===== src/rtl/beam_pkg.sv =====
// Shared constants, scan-state encoding and energy-width helper for the
// delay-and-sum beam steering blocks.
package beam_pkg;

    localparam int PCM_W    = 19;
    // Sixteen PCM channels summed need four extra bits of headroom.
    localparam int SUM_W    = PCM_W + 4;
    localparam int NUM_DIRS = 32;
    localparam int DIR_W    = $clog2(NUM_DIRS);

    typedef enum logic [1:0] {
        IDLE,
        SETTLE,
        DWELL,
        LOCK
    } scan_state_t;

    function automatic int energy_width(input int dwell_log2);
        return SUM_W + dwell_log2;
    endfunction

endpackage


===== src/rtl/beam_energy_acc.sv =====
// Magnitude-of-beam accumulator; acc_next is exposed combinationally so the
// scan controller can compare the final dwell sample in its own cycle.
module beam_energy_acc
    import beam_pkg::*;
#(
    parameter int ACC_W = SUM_W + 8
) (
    input  logic                    clk,
    input  logic                    rst,
    input  logic                    clear,
    input  logic                    enable,
    input  logic                    last,
    input  logic signed [SUM_W-1:0] beam_sum,
    output logic [ACC_W-1:0]        acc_next
);

    logic [ACC_W-1:0] acc;
    logic [SUM_W-1:0] magnitude;

    // Negating -2^(SUM_W-1) wraps to the same bit pattern, which read as
    // unsigned is exactly +2^(SUM_W-1), so no saturation is needed.
    always_comb begin
        magnitude = beam_sum[SUM_W-1] ? $unsigned(-beam_sum) : $unsigned(beam_sum);
        acc_next  = acc + ACC_W'(magnitude);
    end

    always_ff @(posedge clk) begin
        if (rst || clear) begin
            acc <= '0;
        end else if (enable) begin
            acc <= last ? '0 : acc_next;
        end
    end

endmodule


===== src/rtl/beam_scan_controller.sv =====
// Steers the beamformer through a range of directions, integrates beam energy
// per direction and locks delay_select onto the strongest one.
module beam_scan_controller
    import beam_pkg::*;
#(
    parameter int               SETTLE_SAMPLES = 64,
    parameter int               DWELL_LOG2     = 8,
    parameter logic [DIR_W-1:0] DEFAULT_DIR    = 5'd30
) (
    input  logic                                 clk,
    input  logic                                 rst,
    input  logic                                 start,
    input  logic                                 continuous,
    input  logic [DIR_W-1:0]                     first_dir,
    input  logic [DIR_W-1:0]                     last_dir,
    input  logic                                 sample_valid,
    input  logic signed [SUM_W-1:0]              beam_sum,
    output logic [DIR_W-1:0]                     delay_select,
    output logic                                 busy,
    output logic                                 done,
    output logic [DIR_W-1:0]                     best_dir,
    output logic [energy_width(DWELL_LOG2)-1:0]  best_energy,
    output logic                                 dir_valid,
    output logic [energy_width(DWELL_LOG2)-1:0]  dir_energy
);

    localparam int               EW          = energy_width(DWELL_LOG2);
    localparam int               SCW         = $clog2(SETTLE_SAMPLES + 1);
    localparam logic [SCW-1:0]   SETTLE_LAST = SCW'(SETTLE_SAMPLES - 1);

    scan_state_t       state, state_next;
    logic [DIR_W-1:0]  first_r, last_r;
    logic [SCW-1:0]    settle_cnt;
    logic [DWELL_LOG2-1:0] dwell_cnt;
    logic [EW-1:0]     run_best_energy;
    logic [DIR_W-1:0]  run_best_dir;
    logic [EW-1:0]     acc_next;

    logic take_start, restart, settle_done, dwell_strobe, dwell_last;
    logic at_last_dir, new_best, acc_clear;
    logic [DIR_W-1:0]  win_dir;
    logic [EW-1:0]     win_energy;

    beam_energy_acc #(.ACC_W(EW)) u_acc (
        .clk      (clk),
        .rst      (rst),
        .clear    (acc_clear),
        .enable   (dwell_strobe),
        .last     (dwell_last),
        .beam_sum (beam_sum),
        .acc_next (acc_next)
    );

    always_ff @(posedge clk) begin
        if (rst) begin
            state <= IDLE;
        end else begin
            state <= state_next;
        end
    end

    always_comb begin
        state_next = state;
        case (state)
            IDLE:    if (take_start) state_next = SETTLE;
            SETTLE:  if (settle_done) state_next = DWELL;
            DWELL:   if (dwell_last) state_next = at_last_dir ? LOCK : SETTLE;
            LOCK:    if (restart || take_start) state_next = SETTLE;
            default: state_next = IDLE;
        endcase
    end

    // done is high only in the LOCK entry cycle, which is the one cycle
    // where continuous is allowed to trigger a restart.
    always_comb begin
        take_start   = 1'b0;
        restart      = 1'b0;
        settle_done  = 1'b0;
        dwell_strobe = 1'b0;
        dwell_last   = 1'b0;
        case (state)
            IDLE:   take_start = start;
            SETTLE: settle_done = sample_valid && (settle_cnt == SETTLE_LAST);
            DWELL: begin
                dwell_strobe = sample_valid;
                dwell_last   = sample_valid && (&dwell_cnt);
            end
            LOCK: begin
                restart    = done && continuous;
                take_start = start && !(done && continuous);
            end
            default: ;
        endcase
        at_last_dir = (delay_select == last_r);
        new_best    = (acc_next > run_best_energy);
        win_dir     = new_best ? delay_select : run_best_dir;
        win_energy  = new_best ? acc_next : run_best_energy;
        acc_clear   = take_start || restart || settle_done;
    end

    always_ff @(posedge clk) begin
        if (rst) begin
            first_r         <= '0;
            last_r          <= '0;
            delay_select    <= DEFAULT_DIR;
            settle_cnt      <= '0;
            dwell_cnt       <= '0;
            run_best_energy <= '0;
            run_best_dir    <= DEFAULT_DIR;
            best_dir        <= DEFAULT_DIR;
            best_energy     <= '0;
            dir_energy      <= '0;
            busy            <= 1'b0;
            done            <= 1'b0;
            dir_valid       <= 1'b0;
        end else begin
            dir_valid <= dwell_last;
            done      <= dwell_last && at_last_dir;

            if (take_start) begin
                first_r <= first_dir;
                last_r  <= last_dir;
            end

            if (take_start) begin
                delay_select <= first_dir;
            end else if (restart) begin
                delay_select <= first_r;
            end else if (dwell_last) begin
                delay_select <= at_last_dir ? win_dir : delay_select + 1'b1;
            end

            if (take_start || restart || dwell_last) begin
                settle_cnt <= '0;
            end else if (state == SETTLE && sample_valid) begin
                settle_cnt <= settle_cnt + 1'b1;
            end

            if (settle_done) begin
                dwell_cnt <= '0;
            end else if (dwell_strobe) begin
                dwell_cnt <= dwell_cnt + 1'b1;
            end

            if (take_start) begin
                run_best_energy <= '0;
                run_best_dir    <= first_dir;
            end else if (restart) begin
                run_best_energy <= '0;
                run_best_dir    <= first_r;
            end else if (dwell_last) begin
                run_best_energy <= win_energy;
                run_best_dir    <= win_dir;
            end

            if (dwell_last) begin
                dir_energy <= acc_next;
            end

            if (dwell_last && at_last_dir) begin
                best_dir    <= win_dir;
                best_energy <= win_energy;
            end

            if (take_start || restart) begin
                busy <= 1'b1;
            end else if (dwell_last && at_last_dir) begin
                busy <= 1'b0;
            end
        end
    end

endmodule


===== config.mk =====
export PLATFORM = sky130hd
export DESIGN_NAME = beam_scan_controller
export DESIGN_NICKNAME = d
export VERILOG_FILES = /design/src/rtl/beam_pkg.sv /design/src/rtl/beam_energy_acc.sv /design/src/rtl/beam_scan_controller.sv
export SDC_FILE = /design/constraint.sdc
export NUM_CORES = 1
export LEC_CHECK = 0
export ABC_AREA = 1
export CAP_MARGIN = 20
export CORE_UTILIZATION = 50
export DETAILED_ROUTE_END_ITERATION = 10
export PLACE_DENSITY = 0.83
export SLEW_MARGIN = 20
export SYNTH_ARGS = -nofsm -noshare
export SYNTH_HDL_FRONTEND = slang
export SYNTH_SLANG_ARGS = --single-unit

===== constraint.sdc =====
create_clock -name clk -period 9.95 [get_ports clk]
set_input_delay 1.4925 -clock clk [delete_from_list [all_inputs] [get_ports clk]]
set_output_delay 1.4925 -clock clk [all_outputs]
set_load 0.1 [all_outputs]

# ---- Yosys cells after proc, flatten, opt, wreduce, memory -nomap -nowiden
# Index checks and enable logic that the tools add are counted.
dict set report word_totals {
  in_bits 38
  regBits 169
}
dict set report op_classes {
  n_reduce_logical 19
  n_addsub 5
  n_mux 24
  n_lt_le_gt_ge 1
  eq_ne 9
}
# operator n
set op_table {}
lappend op_table {{$mux 31} 2}
lappend op_table {{$mux 5} 8}
lappend op_table {{$add 31x23->31} 1}
lappend op_table {{$gt 31x31->1} 1}
lappend op_table {{$mux 23} 1}
lappend op_table {{$neg 23->23} 1}
lappend op_table {{$mux 2} 5}
lappend op_table {{$add 8x1->8 const B} 1}
lappend op_table {{$ne 2x2->1 const B} 4}
lappend op_table {{$pmux 2 s4} 1}
lappend op_table {{$reduce_and 8->1} 1}
lappend op_table {{$add 7x1->7 const B} 1}
lappend op_table {{$eq 7x6->1 const B} 1}
lappend op_table {{$logic_and 1x1->1} 6}
lappend op_table {{$mux 1} 6}
lappend op_table {{$add 5x1->5 const B} 1}
lappend op_table {{$eq 5x5->1} 1}
lappend op_table {{$eq 2x2->1 const B} 2}
lappend op_table {{$logic_or 1x1->1} 4}
lappend op_table {{$reduce_and 4->1} 1}
lappend op_table {{$reduce_or 2->1} 2}
lappend op_table {{$reduce_bool 3->1} 1}
lappend op_table {{$reduce_or 3->1} 1}
lappend op_table {{$eq 2x1->1 const B} 1}
lappend op_table {{other kinds (4)} 4}

# ---- Logic depth before layout (Yosys ltp)
# Gate-level depths: netlist of run 1.
dict set report depth {
  depth_word 9
  ltp_mapped 37
  ltp_nobuf 37
}

# ---- Modules after synthesis
# Synthesis of run 1 repeated with hierarchy kept, for this count alone.
dict set report hier_totals {
  cells_unflattened 1602
  hier_area_um2 10465.0
}
# mod area_per_inst_um2 cells_each n_inst seq_area_each_um2
set by_module_without_submodules {}
lappend by_module_without_submodules {beam_scan_controller 6682.7 934 1 2762.6}
lappend by_module_without_submodules {beam_energy_acc 3782.4 668 1 620.6}

# ---- Worst setup path after synthesis of run 1
# No wires, ideal clock.
dict set report synth_path {
  path_type {input to register}
  from {in beam_sum[1]}
  to {reg best_energy[2]}
  t_arrival_ns 5.163
  setup_ns 0.114
  cell_stages 35
  path_slack_ns 4.673
  t_required_ns 9.836
  path_buffers 1
  cell_sequence {inv_1 -> ha_1 -> inv_1 -> nor2_1 -> nand2_1 -> nor2_2 -> nand4_1 -> nor2_1 -> a21oi_1 -> a21oi_1 -> xnor2_1 -> ha_1 -> nand2_1 -> inv_1 -> nand2_1 -> nand2_1 -> o21bai_1 -> a21oi_1 -> nand2_1 -> nand2_1 -> nand2_1 -> ha_1 -> nand2_1 -> inv_1 -> nand3_1 -> inv_1 -> a21oi_1 -> nand2_4 -> nand2_8 -> inv_6 -> buf_6 -> nand2_1 -> nand2_1 -> o21bai_1 -> inv_1}
}
dict set report synth_between {
  elab_chain_len 5
}
# element line
set synth_lines {}
lappend synth_lines {{start, declared} beam_scan_controller.sv:17} ;# input logic signed [SUM_W-1:0] beam_sum,
lappend synth_lines {{$neg 23->23} beam_energy_acc.sv:23} ;# magnitude = beam_sum[SUM_W-1] ? $unsigned(-beam_sum) : $unsigned(beam_sum);
lappend synth_lines {{$mux 23 *} beam_energy_acc.sv:23}
lappend synth_lines {{$add 31x23->31 *} beam_energy_acc.sv:24} ;# acc_next = acc + ACC_W'(magnitude);
lappend synth_lines {{named net acc_next[30]} beam_scan_controller.sv:37} ;# logic [EW-1:0] acc_next;
lappend synth_lines {{$gt 31x31->1 *} beam_scan_controller.sv:95} ;# new_best = (acc_next > run_best_energy);
lappend synth_lines {{$mux 31 *} beam_scan_controller.sv:97} ;# win_energy = new_best ? acc_next : run_best_energy;
lappend synth_lines {{end signal, assigned} beam_scan_controller.sv:162} ;# best_energy <= win_energy;
lappend synth_lines {{end, declared} beam_scan_controller.sv:22} ;# output logic [energy_width(DWELL_LOG2)-1:0] best_energy,
# The timed path passes the listed nets; every way through them passes the cells marked *.
# A chain may end at the register's enable or synchronous reset.

# ---- Final worst setup path of run 1
dict set report layout_path {
  from {in beam_sum[0]}
  to {reg run_best_energy[26]}
}
dict set report layout_between {
  elab_chain_len 5
}
# element line
set layout_lines {}
lappend layout_lines {{$neg 23->23} beam_energy_acc.sv:23}
lappend layout_lines {{$mux 23 *} beam_energy_acc.sv:23}
lappend layout_lines {{$add 31x23->31 *} beam_energy_acc.sv:24}
lappend layout_lines {{named net acc_next[27]} beam_scan_controller.sv:37}
lappend layout_lines {{$gt 31x31->1 *} beam_scan_controller.sv:95}
lappend layout_lines {{$mux 31 *} beam_scan_controller.sv:97}
lappend layout_lines {{end signal, assigned} beam_scan_controller.sv:152} ;# run_best_energy <= win_energy;
lappend layout_lines {{end, declared} beam_scan_controller.sv:35} ;# logic [EW-1:0] run_best_energy;
# Marks and branches as above.

==> out/qor.json, run 1 <==
{
  "grt_pass1_wl": {"value": 48.9, "unit": "mm"},
  "drt_pre_antenna_iters": {"value": 7},
  "powerDensity": {"value": 155, "unit": "nW/um^2"},
  "top_level_ports": {"value": 113},
  "dieArea": {"value": 22000, "unit": "um^2"},
  "grtUsageTotal": {"value": 0.279},
  "dr_vias_cell": {"value": 5.29},
  "numCtsBuffers": {"value": 17},
  "timing.hold.worst.class": {"value": "flip-flop to flip-flop"},
  "dieHeight": {"value": 148, "unit": "um"},
  "power_switching": {"value": 0.666, "unit": "mW"},
  "finish.net_count": {"value": 1836},
  "core_area": {"value": 21000, "unit": "um^2"},
  "layout-area-overhead-vs-synth": {"value": 17.2, "unit": "%"},
  "critical_path.startpoint_type": {"value": "primary input"},
  "path_class": {"value": "primary input to flip-flop"},
  "synthesis.instances": {"value": 1648},
  "drt_drc_violations_left": {"value": 0},
  "fmax": {"value": 152, "unit": "MHz"},
  "power.ir.vdd_worst": {"value": 0.0891, "unit": "mV"},
  "place.detailed.instances": {"value": 1989},
  "fraction_of_final_layout_cells_with_drive_strength_greater_than_1": {"value": 0.0590},
  "critical_path_required": {"value": 10.23, "unit": "ns"},
  "grt_max_degree": {"value": 80},
  "timing.critical_path.slowest_stage_cell": {"value": "sky130_fd_sc_hd__clkdlybuf4s50_1"},
  "comb_power_share": {"value": 0.253},
  "fin_tns_setup": {"value": 0, "unit": "ns"},
  "via_count": {"value": 10700},
  "cellInternalPower": {"value": 1.29, "unit": "mW"},
  "setup_viol_count_final": {"value": 0},
  "syn_area_per_cell": {"value": 6.51, "unit": "um^2"},
  "max_slew_violation_total_from_the_final_report": {"value": 0},
  "final.period_utilization": {"value": 0.663},
  "last_weighted_congestion_value_of_the_routability_driven_placer": {"value": 0.914},
  "timing.max_cap.violations": {"value": 0},
  "run_status": {"value": "finished, final reports clean"},
  "clkTransAtPathRegs": {"value": 0.06, "unit": "ns"},
  "worstPathMaxFanout": {"value": 52},
  "post_synth_instance_area": {"value": 10700, "unit": "um^2"},
  "period_minus_slack": {"value": 6.60, "unit": "ns"},
  "rsz0062_at_grt": {"value": "no"},
  "postRouteAntennaNets": {"value": 0},
  "placement.io_buffers": {"value": 112},
  "power.share.clock": {"value": 0.369},
  "stdcell_count": {"value": 2021},
  "max-clock-path-buffers": {"value": 2},
  "ys_types": {"value": 46},
  "total_leakage_power": {"value": 5.68, "unit": "nW"},
  "critical_path.most_common_cell": {"value": "sky130_fd_sc_hd__nand2_1"},
  "critical_path.top_delay_family": {"value": "simple AND/OR/NAND/NOR gates"},
  "yosys_register_bits": {"value": 169},
  "timing.critical_path.slowest_cell_delay": {"value": 0.46, "unit": "ns"},
  "ys_seq_area_frac": {"value": 0.316},
  "insertedDiodeCount": {"value": 0},
  "worstSetupEndpointType": {"value": "flip-flop"},
  "cts.sink_count": {"value": 169},
  "leading_cell_type_in_the_layout_fill_and_taps_excluded": {"value": "sky130_fd_sc_hd__nand2_1"},
  "synth.yosys.warnings": {"value": 0},
  "fin_total_pwr": {"value": 1.95, "unit": "mW"},
  "cts_hold_repair.buffers": {"value": 0},
  "chipWidth": {"value": 148, "unit": "um"},
  "initial_core_util": {"value": 0.510},
  "drt_wl_total": {"value": 30.5, "unit": "mm"},
  "cts-resized-gates": {"value": 0},
  "finalClockSkew": {"value": 0.0122, "unit": "ns"},
  "preCtsSetupSlack": {"value": 3.02, "unit": "ns"},
  "grt_pass1_vias": {"value": 10000},
  "detail_route.iter0.violations": {"value": 785},
  "std_cell_rows": {"value": 53},
  "sequentialPowerShare": {"value": 0.378},
  "grt_overflow": {"value": 0},
  "timing_hold_violations_final": {"value": 0},
  "slew-limit-headroom": {"value": 0.299},
  "antenna_violations_before_repair": {"value": 0},
  "h_tree_lvls": {"value": 4},
  "final.fill_count": {"value": 1898},
  "worst-slew-pin-transition": {"value": 1.05, "unit": "ns"},
  "tritoncts": {"value": "built"},
  "post-cts-setup-buffers": {"value": 0},
  "route.detailed.wl_per_inst": {"value": 15.1, "unit": "um"},
  "worst_slack": {"value": 3.35, "unit": "ns"},
  "cts.root.buffer_cell": {"value": "sky130_fd_sc_hd__clkbuf_16"},
  "timing.critical_path.buf_inv": {"value": 6},
  "switching_share": {"value": 0.341},
  "synth_nets": {"value": 1751},
  "final_cell_mix": {"value": "sky130_fd_sc_hd__nand2_1, sky130_fd_sc_hd__inv_1, sky130_fd_sc_hd__dfxtp_1, sky130_fd_sc_hd__a21oi_1, sky130_fd_sc_hd__clkdlybuf4s50_1"},
  "worst_skew_pair.late_latency": {"value": 0.45, "unit": "ns"},
  "dpl.hpwl": {"value": 22.3, "unit": "mm"},
  "critical_path_arrival": {"value": 6.87, "unit": "ns"}
}
## path summary, 6_finish.rpt
| kind | startpoint | endpoint | slack, ns | depth (start not counted) |
|---|---|---|---|---|
| setup reg to reg | u_acc.acc[0] | best_energy[30] | 5.54 | 27 |
| setup / recovery | beam_sum[0] | run_best_energy[26] | 3.35 | 34 |
| hold reg to reg | best_energy[21] | best_energy[21] | 0.47 | 2 |
| hold / removal | best_energy[21] | best_energy[21] | 0.47 | 2 |
## final cells by class
cell class / instances / area, um^2 / share of cell area
Clock inverter: 10 / 166 / 0.0132
Inverter: 259 / 977 / 0.0777
Tap cell: 275 / 344 / 0.0274
Sequential cell: 169 / 3380 / 0.269
Timing Repair Buffer: 117 / 1160 / 0.0922
Multi-Input combinational cell: 1169 / 6080 / 0.483
Clock buffer: 22 / 464 / 0.0369
## power groups by stage
stage / Clock [mW] / Sequential, mW / Combinational (mW)
after floorplan: 0 / 0.798 / 0.319
after global placement: 0 / 0.750 / 0.474
after detailed placement: 0 / 0.750 / 0.483
after CTS: 0.723 / 0.735 / 0.490
after global routing: 0.752 / 0.739 / 0.542
final: 0.720 / 0.737 / 0.495
## per-layer routing
metal | global-route usage | up-vias | part of all wire
li1 | - | 5333 | -
met1 | 0.346 | 4883 | 0.42
met2 | 0.466 | 383 | 0.46
met3 | 0.0445 | 83 | 0.065
met4 | 0.143 | 0 | 0.046
met5 | 0 | - | 0
## tightest hold or removal path: cells and delay by family, from the launching register on
family             cells  cell delay, ns
DFF                    1            0.31
and+or+nand+nor        1            0.06
AOI/OAI and AO/OA      1            0.05
## through the flow
| step | hold slack [ns] | area (um^2) | utilization |
|---|---|---|---|
| floorplan | 0.443 | 10700 | - |
| global placement | 0.451 | 11900 | 0.568 |
| detailed placement | 0.459 | 11900 | 0.568 |
| CTS | 0.469 | 12600 | 0.598 |
| global route | 0.486 | 12600 | 0.598 |
| finish | 0.466 | 12600 | 0.598 |
## cells in the mapped netlist, drive strengths merged
| cell type | number | area share |
|---|---|---|
| o21bai | 10 | 0.0070 |
| clkbuf | 21 | 0.0074 |
| a21o | 2 | 0.0014 |
| ha | 64 | 0.075 |
| nor2 | 126 | 0.052 |
| fa | 1 | 0.0019 |
| nand3 | 84 | 0.043 |
| clkinv | 3 | 0.0011 |
| a21boi | 1 | 0.00070 |
| xor2 | 32 | 0.027 |
| o21ai | 76 | 0.040 |
| a21oi | 137 | 0.064 |
| nor3 | 7 | 0.0037 |
| dfxtp | 169 | 0.32 |
| nor4 | 1 | 0.00058 |
| buf | 30 | 0.019 |
| inv | 256 | 0.090 |
| nand4 | 19 | 0.012 |
| o211ai | 12 | 0.0084 |
| o21a | 10 | 0.0070 |
| or2 | 3 | 0.0018 |
| and2 | 7 | 0.0042 |
| nand2 | 554 | 0.20 |
| xnor2 | 16 | 0.013 |
| a31oi | 5 | 0.0029 |
| nor3b | 2 | 0.0014 |
## cells by family (layout without fill, tap and decap cells)
logic type,Yosys count,in the layout,synth area share
flip-flops,169,169,0.316
AO/OA/AOI/OAI,253,253,0.131
buffers and inverters,310,408,0.118
AND/OR/NAND/NOR,803,803,0.319
XOR/XNOR,48,48,0.0399
adder cells (fa/ha/maj),65,65,0.0765
## flip-flops by register name, indices dropped and copies added, names as in the netlist
name	count
dir_energy	31
last_r	5
dwell_cnt	8
busy	1
run_best_energy	31
best_dir	5
settle_cnt	7
best_energy	31
u_acc.acc	31
done	1
first_r	5
delay_select	5
run_best_dir	5
state	2
dir_valid	1
No activity file was read; power rests on OpenSTA's default activity.
==> inputs of run 2 (changes only) <==
--- a/config.mk
+++ b/config.mk
@@ -9,7 +9,7 @@
 export CAP_MARGIN = 20
 export CORE_UTILIZATION = 50
 export DETAILED_ROUTE_END_ITERATION = 10
-export PLACE_DENSITY = 0.83
+export PLACE_DENSITY = 0.86
 export SLEW_MARGIN = 20
 export SYNTH_ARGS = -nofsm -noshare
 export SYNTH_HDL_FRONTEND = slang
==> constraint.sdc (replaced) <==
create_clock -name clk -period 5.4 [get_ports clk]
set_input_delay 0.81 -clock clk [delete_from_list [all_inputs] [get_ports clk]]
set_output_delay 0.81 -clock clk [all_outputs]
set_load 0.1 [all_outputs]
==> run 2 against run 1 <==
  * Clock power up 81%
  * Design area is 9.7% higher
  * Global-route usage grew 0.87 points
  * Sequential cell count did not move
  * Wire length rose by 7.6%
  * Combinational power is 120% higher
  * Critical endpoint is now run_best_energy[19]
  * Critical path depth increased by 3
  * Total power grew 91%
  * Largest cell class unchanged
  * Sequential share of layout area is 2.4 points lower
  * Worst hold slack better by 0.0023 ns
==> out/qor.json, run 2 (synthesis results as in run 1) <==
{
  "run_status": {"value": "finished, final reports clean"},
  "worst_skew_pair.late_latency": {"value": 0.43, "unit": "ns"},
  "power.ir.vdd_worst": {"value": 0.219, "unit": "mV"},
  "timing_hold_violations_final": {"value": 0},
  "top_level_ports": {"value": 113},
  "last_weighted_congestion_value_of_the_routability_driven_placer": {"value": 0.936},
  "powerDensity": {"value": 270, "unit": "nW/um^2"},
  "chipWidth": {"value": 148, "unit": "um"},
  "worstSetupEndpointType": {"value": "flip-flop"},
  "worstPathMaxFanout": {"value": 9},
  "cts.sink_count": {"value": 169},
  "tritoncts": {"value": "built"},
  "critical_path_required": {"value": 5.66, "unit": "ns"},
  "placement.io_buffers": {"value": 112},
  "grtUsageTotal": {"value": 0.288},
  "grt_pass1_wl": {"value": 50.4, "unit": "mm"},
  "path_class": {"value": "primary input to flip-flop"},
  "timing.hold.worst.class": {"value": "flip-flop to flip-flop"},
  "dieArea": {"value": 22000, "unit": "um^2"},
  "sequential_cell_area": {"value": 3380, "unit": "um^2"},
  "timing.max_cap.violations": {"value": 0},
  "setup_viol_count_final": {"value": 0},
  "finalClockSkew": {"value": 0.0128, "unit": "ns"},
  "slew-limit-headroom": {"value": 0.331},
  "insertedDiodeCount": {"value": 0},
  "total_area_of_multi_input_combinational_cells": {"value": 6480, "unit": "um^2"},
  "finish.net_count": {"value": 1937},
  "timing.critical_path.slowest_stage_cell": {"value": "sky130_fd_sc_hd__clkdlybuf4s50_1"},
  "grt_overflow": {"value": 0},
  "numCtsBuffers": {"value": 17},
  "critical_path.startpoint_type": {"value": "primary input"},
  "route.detailed.wl_per_inst": {"value": 15.5, "unit": "um"},
  "drt_wl_total": {"value": 32.8, "unit": "mm"},
  "drt_pre_antenna_iters": {"value": 6},
  "fin_total_pwr": {"value": 3.73, "unit": "mW"},
  "leading_cell_type_in_the_layout_fill_and_taps_excluded": {"value": "sky130_fd_sc_hd__nand2_1"},
  "max_slew_violation_total_from_the_final_report": {"value": 0},
  "cts.root.buffer_cell": {"value": "sky130_fd_sc_hd__clkbuf_16"},
  "max-clock-path-buffers": {"value": 2},
  "dieHeight": {"value": 148, "unit": "um"},
  "fmax": {"value": 193, "unit": "MHz"},
  "via_count": {"value": 11200},
  "critical_path.most_common_cell": {"value": "sky130_fd_sc_hd__nand2_1"},
  "layout-area-overhead-vs-synth": {"value": 28.6, "unit": "%"},
  "initial_core_util": {"value": 0.510},
  "final.fill_count": {"value": 1780},
  "dpl.hpwl": {"value": 23.5, "unit": "mm"},
  "antenna_violations_before_repair": {"value": 0},
  "postRouteAntennaNets": {"value": 0},
  "period_minus_slack": {"value": 5.17, "unit": "ns"},
  "h_tree_lvls": {"value": 4},
  "std_cell_rows": {"value": 53},
  "clkTransAtPathRegs": {"value": 0.07, "unit": "ns"},
  "fin_tns_setup": {"value": 0, "unit": "ns"},
  "cts_hold_repair.buffers": {"value": 0},
  "critical_path_arrival": {"value": 5.43, "unit": "ns"},
  "drt_drc_violations_left": {"value": 0},
  "timing.critical_path.slowest_cell_delay": {"value": 0.42, "unit": "ns"},
  "final.period_utilization": {"value": 0.957},
  "final_cell_mix": {"value": "sky130_fd_sc_hd__nand2_1, sky130_fd_sc_hd__inv_1, sky130_fd_sc_hd__dfxtp_1, sky130_fd_sc_hd__a21oi_1, sky130_fd_sc_hd__clkdlybuf4s50_1"},
  "core_area": {"value": 21000, "unit": "um^2"},
  "worst-slew-pin-transition": {"value": 1.00, "unit": "ns"},
  "total_leakage_power": {"value": 6.25, "unit": "nW"},
  "fin_util": {"value": 0.656},
  "fraction_of_final_layout_cells_with_drive_strength_greater_than_1": {"value": 0.151},
  "dr_vias_cell": {"value": 5.29},
  "grt_max_degree": {"value": 78},
  "grt_pass1_vias": {"value": 10500},
  "detail_route.iter0.violations": {"value": 874}
}
## run 2: cell types whose count changed in the layout (fill, tap and decap cells not counted), moves of 14 or more
cell,change
sky130_fd_sc_hd__nand2_1,-23
sky130_fd_sc_hd__buf_4,+92
sky130_fd_sc_hd__nor2_1,-18
sky130_fd_sc_hd__a21oi_2,+14
sky130_fd_sc_hd__a21oi_1,-14
sky130_fd_sc_hd__nand2_2,+23
## run 2: cell type report
class	instances	area share
Clock buffer	18	0.0318
Inverter	259	0.0708
Tap cell	275	0.0249
Sequential cell	169	0.245
Multi-Input combinational cell	1170	0.470
Clock inverter	12	0.0120
Timing Repair Buffer	217	0.145
## run 2: critical path: cells and delay by family
family	cells	cell delay [ns]
AO/OA/AOI/OAI	1	0.11
adder cells (fa/ha/maj)	2	0.52
AND/OR/NAND/NOR	25	2.63
buffers and inverters	8	1.14
XOR/XNOR	1	0.21
## run 2: repair_timing
item / in CTS / in global routing
pin swaps: 0 / 34
cloned: 0 / 5
endpoints found under the setup margin: 4 / 77
gates resized for setup: 1 / 95
hold endpoints to repair: 0 / 0
setup buffers: 0 / 7
## run 2: layer usage
metal | track usage | wire, um
met1 | 0.351 | 13700
met2 | 0.498 | 15600
met3 | 0.0445 | 2190
met4 | 0.127 | 1340
met5 | 0 | 0
## run 2: worst paths after layout
| path | cells after the start | to | from | slack, ns |
|---|---|---|---|---|
| hold / removal | 2 | busy | busy | 0.47 |
| setup reg to reg | 26 | run_best_energy[19] | u_acc.acc[0] | 1.47 |
| setup / recovery | 37 | run_best_energy[19] | beam_sum[3] | 0.23 |
| hold reg to reg | 2 | busy | busy | 0.47 |
## run 2: power by group
part / internal, mW / switching [mW]
registers: 1.30 / 0.0539
logic: 0.370 / 0.703
clock network: 0.745 / 0.555
total: 2.42 / 1.31
## run 2: through the flow
stage	worst slack, ns	cells	hold WS (ns)	instance area [um^2]
6_report	0.231	2120	0.468	13800
5_1_grt	-0.133	2120	0.486	13800
4_1_cts	0.0298	2107	0.470	13200
3_5_place_dp	-0.379	2077	0.460	12600
3_3_place_gp	-0.197	2077	0.451	12600
2_1_floorplan	0.806	1648	0.443	10700
